<file path="src/rtl/hazard_scoreboard_pkg.sv">
// Shared defaults and helpers for the register hazard scoreboard.
// HSB_SRC extracts operand k from a packed source-index vector.
`ifndef HSB_SRC
`define HSB_SRC(vec, k, aw) vec[(k)*(aw) +: (aw)]
`endif

package hazard_scoreboard_pkg;
  localparam int LW_DEFAULT  = 3;
  localparam int SCW_DEFAULT = 16;
endpackage

</file>
<file path="src/rtl/hazard_sb_entry.sv">
// One scoreboard entry: countdown to forwarding availability plus a writeback-pending bit.
module hazard_sb_entry
  import hazard_scoreboard_pkg::*;
#(
  parameter int LW = LW_DEFAULT
) (
  input  logic          clk,
  input  logic          rst_n,
  input  logic          issue_i,
  input  logic [LW-1:0] lat_i,
  input  logic          wb_i,
  output logic [LW-1:0] cnt_o,
  output logic          pend_o
);

  logic [LW-1:0] cnt_q, cnt_d;
  logic          pend_q, pend_d;

  // A new producer outranks a retiring older one for the same register.
  always_comb begin
    cnt_d  = cnt_q;
    pend_d = pend_q;
    if (issue_i) begin
      cnt_d  = lat_i;
      pend_d = 1'b1;
    end else if (wb_i) begin
      cnt_d  = '0;
      pend_d = 1'b0;
    end else if (cnt_q != '0) begin
      cnt_d = cnt_q - 1'b1;
    end
  end

  always_ff @(posedge clk or negedge rst_n) begin
    if (!rst_n) begin
      cnt_q  <= '0;
      pend_q <= 1'b0;
    end else begin
      cnt_q  <= cnt_d;
      pend_q <= pend_d;
    end
  end

  assign cnt_o  = cnt_q;
  assign pend_o = pend_q;

endmodule

</file>
<file path="src/rtl/hazard_scoreboard.sv">
// Per-register in-flight write scoreboard raising stall for multi-cycle producers
// and ID-resolved branches, with a saturating stall-cycle counter.
module hazard_scoreboard
  import hazard_scoreboard_pkg::*;
#(
  parameter int NREG = 32,
  parameter int AW   = 5,
  parameter int NSRC = 2,
  parameter int LW   = LW_DEFAULT,
  parameter int SCW  = SCW_DEFAULT
) (
  input  logic               clk,
  input  logic               rst_n,
  input  logic [NSRC-1:0]    src_valid_i,
  input  logic [NSRC*AW-1:0] src_i,
  input  logic               branch_i,
  input  logic               issue_valid_i,
  input  logic               issue_regwrite_i,
  input  logic [AW-1:0]      issue_rd_i,
  input  logic [LW-1:0]      issue_lat_i,
  input  logic               flush_i,
  input  logic               wb_valid_i,
  input  logic [AW-1:0]      wb_rd_i,
  output logic               stall_o,
  output logic [SCW-1:0]     stall_cnt_o
);

  logic [LW-1:0]   cnt_w [1:NREG-1];
  logic [NREG-1:1] pend_w;
  logic [NREG-1:1] busy_w;
  logic [NSRC-1:0] src_haz;
  logic            do_issue;
  logic [SCW-1:0]  stall_cnt_q, stall_cnt_d;

  assign do_issue = issue_valid_i & ~stall_o & ~flush_i & issue_regwrite_i
                  & (issue_rd_i != '0);

  // Entry 0 and indices >= NREG have no entry, so they never match.
  for (genvar r = 1; r < NREG; r++) begin : g_entry
    hazard_sb_entry #(.LW(LW)) u_entry (
      .clk    (clk),
      .rst_n  (rst_n),
      .issue_i(do_issue && (issue_rd_i == AW'(r))),
      .lat_i  (issue_lat_i),
      .wb_i   (wb_valid_i && (wb_rd_i == AW'(r))),
      .cnt_o  (cnt_w[r]),
      .pend_o (pend_w[r])
    );
    assign busy_w[r] = (cnt_w[r] != '0);
  end

  // Branches compare in ID without forwarding, so they wait for writeback.
  always_comb begin
    src_haz = '0;
    for (int k = 0; k < NSRC; k++) begin
      for (int r = 1; r < NREG; r++) begin
        if (src_valid_i[k] && (`HSB_SRC(src_i, k, AW) == AW'(r))) begin
          src_haz[k] = branch_i ? pend_w[r] : busy_w[r];
        end
      end
    end
  end

  assign stall_o = (|src_haz) & ~flush_i;

  always_comb begin
    stall_cnt_d = stall_cnt_q;
    if (stall_o && (stall_cnt_q != '1)) begin
      stall_cnt_d = stall_cnt_q + 1'b1;
    end
  end

  always_ff @(posedge clk or negedge rst_n) begin
    if (!rst_n) begin
      stall_cnt_q <= '0;
    end else begin
      stall_cnt_q <= stall_cnt_d;
    end
  end

  assign stall_cnt_o = stall_cnt_q;

endmodule
</file>
<file path="config.mk">
export PLATFORM = sky130hd
export DESIGN_NAME = hazard_scoreboard
export DESIGN_NICKNAME = d
export VERILOG_FILES = /design/src/rtl/hazard_scoreboard_pkg.sv /design/src/rtl/hazard_sb_entry.sv /design/src/rtl/hazard_scoreboard.sv
export SDC_FILE = /design/constraint.sdc
export NUM_CORES = 1
export LEC_CHECK = 0
export CAP_MARGIN = 20
export CORE_ASPECT_RATIO = 1.2
export CORE_MARGIN = 4
export CORE_UTILIZATION = 30
export DETAILED_ROUTE_END_ITERATION = 16
export SETUP_SLACK_MARGIN = 0.02
export SYNTH_ARGS = -nofsm -noshare
export SYNTH_HDL_FRONTEND = slang
export SYNTH_SLANG_ARGS = --single-unit
export TNS_END_PERCENT = 5
</file>
<file path="constraint.sdc">
create_clock -name clk -period 3.2 [get_ports clk]
set_input_delay 0.64 -clock clk [delete_from_list [all_inputs] [get_ports clk]]
set_output_delay 0.64 -clock clk [all_outputs]
set_load 0.02 [all_outputs]
</file>
; ---- Word level (Yosys, flattened, before mapping)
; Cells that the tools add are included.
[word_totals]
reg_bits = 140
input_bits = 32
output_inout_bits = 17
[classes]
n_bitwise = 7
reduce_logical = 220
addsub = 32
n_mux = 248
eq_ne = 125
[op_table]
columns = operator, count
row1 = $eq 5x5->1 const B, 64
row2 = $mux 3, 93
row3 = $reduce_bool 3->1, 62
row4 = $eq 5x4->1 const B, 32
row5 = $mux 1, 155
row6 = $logic_and 1x1->1, 125
row7 = $sub 3x1->3 const B, 31
row8 = $eq 5x3->1 const B, 16
row9 = $reduce_bool 2->1, 31
row10 = $eq 5x2->1 const B, 8
row11 = $eq 5x1->1 const B, 4
row12 = $add 16x1->16 const B, 1
row13 = $ne 16x16->1 const B, 1
row14 = $and 1x1->1, 5
row15 = $reduce_bool 5->1, 1
row16 = $not 1->1, 2
row17 = $reduce_or 2->1, 1

; ---- Longest topological paths before layout
; Gate-level depths: netlist (run 1).
[depth]
word_depth = 42
ltp_mapped = 14
mapped_depth_nobuf = 12

; ---- By module
; Synthesis (run 1) repeated with hierarchy kept, for this count alone.
[hier_totals]
cells_unflattened = 1068
area_unflattened_um2 = 9614.2
[modules_own_cells]
columns = module, instances, seq_area_each_um2, area_each_um2, cells_each
row1 = hazard_sb_entry, 31, 100.1, 214.0, 20
row2 = hazard_scoreboard, 1, 400.4, 2981.6, 448

; ---- Worst setup path before layout (run 1)
; Ideal clock, no wire load.
[synth_path]
path_kind = input-to-output
startpoint = input branch_i
endpoint = output stall_o
t_arrival_ns = 2.644
n_path_buf = 3
slack_ns = -0.084
required_time_ns = 2.560
cell_stages = 11
cell_sequence = buf_6 -> inv_8 -> mux2i_1 -> or2_0 -> mux4_2 -> o211ai_2 -> o221ai_1 -> o211a_1 -> buf_6 -> buf_6 -> nor2_1
[synth_via]
elab_chain_cells = 34
[synth_lines]
columns = item, line_no
row1 = "start, declared", hazard_scoreboard.sv:16  ; input logic branch_i,
row2 = $mux 1, hazard_scoreboard.sv:58  ; src_haz[k] = branch_i ? pend_w[r] : busy_w[r];
row3 = $mux 1 (31 in series), hazard_scoreboard.sv:57  ; if (src_valid_i[k] && (`HSB_SRC(src_i, k, AW) == AW'(r))) begin
row4 = $reduce_or 2->1 *, hazard_scoreboard.sv:64  ; assign stall_o = (|src_haz) & ~flush_i;
row5 = $and 1x1->1 *, hazard_scoreboard.sv:64
row6 = "end, declared", hazard_scoreboard.sv:24  ; output logic stall_o,
; Every way passes the cells marked *; elsewhere a longest branch is shown, timed or not.

; ---- Worst setup path after layout (run 1)
; Ends and elaborated chain as after synthesis.

==> flow_summary.json, run 1 <==
{
  "cp.depth": 12,
  "dp_hpwl_mm": 20.2,
  "period_needed_ps": 3430,
  "p_sw_share_pct": 34.7,
  "synthFlopType": "dfrtp_1",
  "syn_area_per_cell_sq_um": 9.27,
  "dr.first_iter.drc_count": 490,
  "cp.arrival_ps": 2790,
  "worst_pin_slew_ps": 727,
  "via_per_inst": 4.96,
  "worstPathRequired_ps": 2560,
  "portBuffers": 48,
  "fin_crit_sh_pct": 107,
  "hp-class": "input port to asynchronous set/reset pin",
  "p_clk_share_pct": 19.2,
  "syn2layout_area_growth_pct": 33.9,
  "post_drt_wl_per_cell_microns": 16.4,
  "vias": 8488,
  "cts_tree": "yes",
  "cts_sinks": 140,
  "syn_nets": 1155,
  "hold_viol": 0,
  "ys_seq_area_share_pct": 35.7,
  "crit_family": "buffers and inverters",
  "drive_gt1_share_pct": 28.2,
  "drc_errors": 0,
  "crit_fanout": 6,
  "clock-root-buffer": "clkbuf_16",
  "start_kind": "input port",
  "slew_headroom_pct": 51.5,
  "cpMostUsedCell": "buf_6",
  "worst-setup-path-type": "input port to output port",
  "vdd_drop_max_v": 0.000395,
  "clk_pin_slew_worst_paths_ps": 60,
  "final_cells": 1710,
  "pwr-share-comb_pct": 52.6,
  "grtUsageMet1_pct": 19.9,
  "dieWidth_microns": 173,
  "reg2reg_depth": 13,
  "synthDistinctLibCells": 63,
  "drv_cap": 0,
  "final_nets": 1388,
  "slew_viol_final": 0,
  "num_rows": 72,
  "async_flop_share_pct": 100,
  "rsz0062_at_grt": "yes",
  "grtUsageTotal_pct": 16.0,
  "cp_num_buf_inv": 6,
  "r2r_setup_slack_ps": -40,
  "finalSetupViolCount": 13,
  "clockBufferDepth": 2,
  "grt_start_max_net_pins": 73,
  "cts_made_buffers": 17,
  "diodes": 0,
  "status": "complete, but fails checks",
  "totalWireLength_mm": 28.1,
  "fin_skew_ps": 13.7,
  "drt_pass1_iterations": 5,
  "p_int_mw": 6.75,
  "synth-edff-count": 0,
  "antenna_found_initial": 0,
  "ys_ff_latch": 140,
  "power_switching_mw": 3.59,
  "grt_busiest_layer": "met2",
  "ioPinCount": 49,
  "chipHeight_microns": 206,
  "clock_latency_ps": 440,
  "grt.overflow.total": 0,
  "die_area_sq_um": 35700,
  "pwr-share-seq_pct": 28.2,
  "synth_cells": 1060,
  "drtAntennaViolNets": 0,
  "violations": "negative setup slack",
  "fp.coreArea_sq_um": 32300,
  "crit_path_max_incr_delay_ps": 480,
  "max_freq_mhz": 291,
  "final_core_util_pct": 40.8,
  "syn_area_sq_um": 9820,
  "worst_slack_ps": -234,
  "fin_tns_setup_ps": -439,
  "cp_cell_sequence": "clkdlybuf4s15_1, buf_6, inv_8, bufbuf_16, buf_4, mux2i_2, mux4_2, o31ai_2, a31oi_1, o211a_4, nor2_4, buf_6",
  "p_per_area_nw_per_um2": 786,
  "initial_core_util_pct": 30.5,
  "slowest_stage": "mux4_2",
  "use_met3_pct": 2.84,
  "p_leak_nw": 6.10,
  "h-tree-depth": 4,
  "ys.warnings.count": 0,
  "grt_pass1_wl_mm": 45.5,
  "cp-end-kind": "output port",
  "first_global_vias": 8710,
  "routabilityCongestion": 0.960,
  "place_inst": 1665,
  "grt.met2_usage_pct": 27.8
}
## what timing repair did
| action | 4_1_cts | 5_1_grt |
|---|---|---|
| hold buffers | 0 | 0 |
| cloned | 2 | 1 |
| gates resized for setup | 43 | 20 |
| hold endpoints to repair | 0 | 0 |
| pin swaps | 17 | 10 |
| setup endpoints to repair | 133 | 119 |
| setup buffers | 9 | 4 |
## synth_stat cells (all sizes together), types with 13 or more instances
library cell / number / share of area (%)
buf: 13 / 1.0
nor3: 17 / 0.87
ha: 63 / 8.0
a21oi: 18 / 0.92
nand2: 59 / 2.3
nand2b: 41 / 2.6
nor2: 184 / 7.0
nor2b: 13 / 0.83
xor2: 15 / 1.3
nand4: 23 / 1.7
a211oi: 35 / 2.7
clkbuf: 27 / 1.0
xnor2: 31 / 2.8
mux2: 97 / 11
o21ai: 47 / 2.4
dfrtp: 140 / 36
mux2i: 50 / 5.1
inv: 80 / 3.1
nand3: 25 / 1.8
## final timing paths
kind                                                            end                               startpoint
hold / removal                          stall_cnt_o[12]$_DFFE_PN0P_                                    rst_n
min in group clk                        stall_cnt_o[10]$_DFFE_PN0P_              stall_cnt_o[10]$_DFFE_PN0P_
max in group asynchronous  g_entry[17].u_entry.cnt_o[0]$_DFFE_PN0P_                                    rst_n
setup / recovery                                            stall_o                                 branch_i
hold reg to reg                         stall_cnt_o[10]$_DFFE_PN0P_              stall_cnt_o[10]$_DFFE_PN0P_
setup reg to reg            g_entry[8].u_entry.cnt_o[1]$_DFFE_PN0P_  g_entry[3].u_entry.cnt_o[0]$_DFFE_PN0P_
## final cells by class
class / instances / area, sq um
Clock buffer: 17 / 425
Multi-Input combinational cell: 800 / 6080
Fill cell: 3170 / 19100
Clock inverter: 12 / 151
Sequential cell: 140 / 3500
Inverter: 80 / 308
Tap cell: 407 / 509
Timing Repair Buffer: 254 / 2180
## metal layers
layer | part of all wire (%) | vias to the layer above
met5 | 0 | -
met4 | 3.0 | 0
met3 | 4.0 | 49
met2 | 49 | 167
met1 | 44 | 4130
li1 | - | 4142
## cells by family after synthesis
kind of cell / synth area share (%)
AND/OR/NAND/NOR: 21.0
multiplexers: 16.7
flip-flops: 35.7
AO/OA/AOI/OAI: 9.30
buffers and inverters: 5.20
adder cells (fa/ha/maj): 8.02
XOR/XNOR: 4.10
## cells in the final DEF (no fill, tap or decap), types with 4 or more instances in the layout
| cell type | n |
|---|---|
| nand3_1 | 14 |
| ha_1 | 59 |
| nor3b_1 | 4 |
| xor2_1 | 15 |
| xnor2_1 | 31 |
| mux2i_1 | 42 |
| inv_1 | 77 |
| clkinvlp_4 | 5 |
| clkdlybuf4s50_1 | 40 |
| nand3_2 | 10 |
| a32oi_1 | 4 |
| mux2_2 | 63 |
| nand4_1 | 20 |
| mux2i_2 | 5 |
| nor2b_1 | 13 |
| a21oi_1 | 18 |
| nor2_1 | 183 |
| nor3_1 | 15 |
| dlygate4sd2_1 | 5 |
| buf_4 | 194 |
| o31ai_1 | 4 |
| nand2_1 | 58 |
| buf_6 | 5 |
| nor4_4 | 4 |
| nand2b_1 | 39 |
| buf_12 | 6 |
| o21ai_0 | 45 |
| dfrtp_1 | 140 |
| mux2_1 | 31 |
| a211oi_1 | 33 |
| nor4_2 | 6 |
| clkbuf_16 | 18 |
## flip-flops by register name, summed over array words and instances, names as in the netlist
name	cells
g_entry.u_entry.pend_o	31
stall_cnt_o	16
g_entry.u_entry.cnt_o	93
## power groups by stage
| stage | clock (mW) | sequential [mW] | combinational (mW) |
|---|---|---|---|
| 2_1_floorplan | 0 | 2.91 | 3.41 |
| 3_3_place_gp | 0 | 2.92 | 4.98 |
| 3_5_place_dp | 0 | 2.94 | 5.16 |
| 4_1_cts | 2.02 | 2.91 | 5.38 |
| 5_1_grt | 2.11 | 3.02 | 6.09 |
| 6_report | 1.98 | 2.92 | 5.43 |
## stage by stage
step	power [mW]	setup WS [ps]	cell area, sq um	hold WS [ps]
CTS	10.3	-226	13000	266
finish	10.3	-234	13200	240
detailed placement	8.10	-950	12100	474
floorplan	6.32	64.5	9830	344
global route	11.2	-327	13200	301
global placement	7.90	-912	12100	476
No activity file was read; power rests on OpenSTA's default activity.
==> run 2: changes to the inputs <==
--- a/config.mk
+++ b/config.mk
@@ -10,6 +10,7 @@
 export CORE_MARGIN = 4
 export CORE_UTILIZATION = 30
 export DETAILED_ROUTE_END_ITERATION = 16
+export GPL_ROUTABILITY_DRIVEN = 0
 export SETUP_SLACK_MARGIN = 0.02
 export SYNTH_ARGS = -nofsm -noshare
 export SYNTH_HDL_FRONTEND = slang
==> flow_summary.json, run 2 (synthesized netlist as in run 1, its figures left out) <==
{
  "grt.overflow.total": 0,
  "period_needed_ps": 3390,
  "chipHeight_microns": 206,
  "fin_tns_setup_ps": -1260,
  "grtUsageTotal_pct": 15.4,
  "cts_tree": "yes",
  "cts_sinks": 140,
  "vdd_drop_max_v": 0.000394,
  "cts_made_buffers": 17,
  "p_leak_nw": 6.21,
  "finalSetupViolCount": 44,
  "via_per_inst": 4.99,
  "hold_viol": 0,
  "drc_errors": 0,
  "status": "complete, but fails checks",
  "holdBufCountCts": 0,
  "max_freq_mhz": 295,
  "portBuffers": 48,
  "num_rows": 72,
  "fin_skew_ps": 11.0,
  "r2r-start": "g_entry[1].u_entry.cnt_o[1]$_DFFE_PN0P_",
  "final_nets": 1392,
  "clockBufferDepth": 2,
  "power_switching_mw": 3.64,
  "worst_slack_ps": -186,
  "routed.top_layer": "met4",
  "drt_pass1_iterations": 7,
  "met2_length_mm": 13.4,
  "ioPinCount": 49,
  "final_common_cell": "buf_4",
  "worstPathRequired_ps": 2560,
  "hp-class": "input port to asynchronous set/reset pin",
  "fillers": 3145,
  "startpoint": "branch_i",
  "clock-root-buffer": "clkbuf_16",
  "drtAntennaViolNets": 0,
  "dieWidth_microns": 173,
  "fin_crit_sh_pct": 106,
  "die_area_sq_um": 35700,
  "grt_pass1_wl_mm": 44.1,
  "p_clk_share_pct": 19.4,
  "crit_fanout": 7,
  "dr.first_iter.drc_count": 415,
  "largest_reg_flops": 93,
  "h-tree-depth": 4,
  "clock_latency_ps": 430,
  "drv_cap": 0,
  "reg2reg_depth": 15,
  "drive_gt1_share_pct": 29.9,
  "antenna_found_initial": 0,
  "first_global_vias": 8527,
  "pwr-share-comb_pct": 52.8,
  "vias": 8557,
  "final_core_util_pct": 41.2,
  "met3_length_mm": 1.26,
  "p_per_area_nw_per_um2": 790,
  "clk_pin_slew_worst_paths_ps": 60,
  "p_int_mw": 6.86,
  "p_sw_share_pct": 34.6,
  "post_drt_wl_per_cell_microns": 16.1,
  "fp.coreArea_sq_um": 32300,
  "syn2layout_area_growth_pct": 35.2,
  "slew_headroom_pct": 56.9,
  "finalPower_mw": 10.5,
  "grt_start_max_net_pins": 65,
  "cp-end-kind": "output port",
  "violations": "negative setup slack",
  "mostFrequentLayoutCells": "190 x buf_4, 182 x nor2_1, 140 x dfrtp_1, 72 x inv_1, 61 x mux2_2",
  "diodes": 0,
  "totalWireLength_mm": 27.6,
  "wl_met1_mm": 12.2,
  "rsz0062_at_grt": "yes",
  "initial_core_util_pct": 30.5,
  "slew_viol_final": 0,
  "worst_pin_slew_ps": 647,
  "pwr-share-seq_pct": 27.9,
  "cp.arrival_ps": 2750,
  "start_kind": "input port",
  "worst-setup-path-type": "input port to output port",
  "dp_hpwl_mm": 19.7
}
## run 2: cell types whose count changed in the layout (fill, tap and decap cells not counted), sizes merged
cell and change:
buf +5, bufbuf -2, clkbuf +1, clkdlybuf4s50 -3, clkinv +4, clkinvlp -4
dlymetal6s2s +3, inv +2
## run 2: layout make-up
class / instances / area (sq um) / share of cell area (%)
well taps: 407 / 509 / 3.83
flip-flops and latches: 140 / 3500 / 26.4
repair buffers: 258 / 2220 / 16.7
inverters: 80 / 313 / 2.35
multi-input cells: 800 / 6140 / 46.2
clock buffers: 17 / 425 / 3.20
clock inverters: 14 / 170 / 1.28
## run 2: what timing repair did
action | CTS | global route
gates resized for setup | 39 | 61
buffers inserted | 6 | 12
endpoints found under the setup margin | 141 | 114
cloned | 0 | 2
endpoints found under the hold margin | 0 | 0
pin swaps | 15 | 26
## run 2: path summary, 6_finish.rpt
kind                                                       endpoint  slack (ps)
setup / recovery                                            stall_o        -190
hold / removal                          stall_cnt_o[12]$_DFFE_PN0P_         200
setup reg to reg                         stall_cnt_o[1]$_DFFE_PN0P_         -50
hold reg to reg                         stall_cnt_o[10]$_DFFE_PN0P_         490
max in group asynchronous  g_entry[31].u_entry.cnt_o[1]$_DFFE_PN0P_        2280
min in group clk                        stall_cnt_o[10]$_DFFE_PN0P_         490
## run 2: worst max-delay path: stages
cell and delay (ps):
clkdlybuf4s15_1 180, buf_6 130, clkinv_8 80, mux2i_2 160
or2_0 190, mux4_2 480, o211ai_4 200, o221ai_2 150
o211a_4 310, nor2_4 90, buf_6 120
## run 2: power by group through the flow
stage               clock network, mW  registers [mW]  logic (mW)
detailed placement                  0            2.94        5.16
floorplan                           0            2.91        3.41
global placement                    0            2.91        4.97
finish                           2.03            2.92        5.54
CTS                              2.07            2.91        5.30
global route                     2.16            3.01        6.24
## run 2: routing by layer
metal  up-vias  GRT usage [%]
li1       4151              -
met1      4143           19.5
met2       207           26.5
met3        56           2.80
met4         0           5.56
met5         -              0
## run 2: per-stage QoR
step	area, sq um	worst slack [ps]	hold slack, ps	std cells
6_report	13300	-186	203	1716
5_1_grt	13300	-305	235	1716
4_1_cts	12900	-250	224	1702
3_5_place_dp	12100	-947	478	1665
3_3_place_gp	12100	-930	474	1665
2_1_floorplan	9830	64.5	344	1060
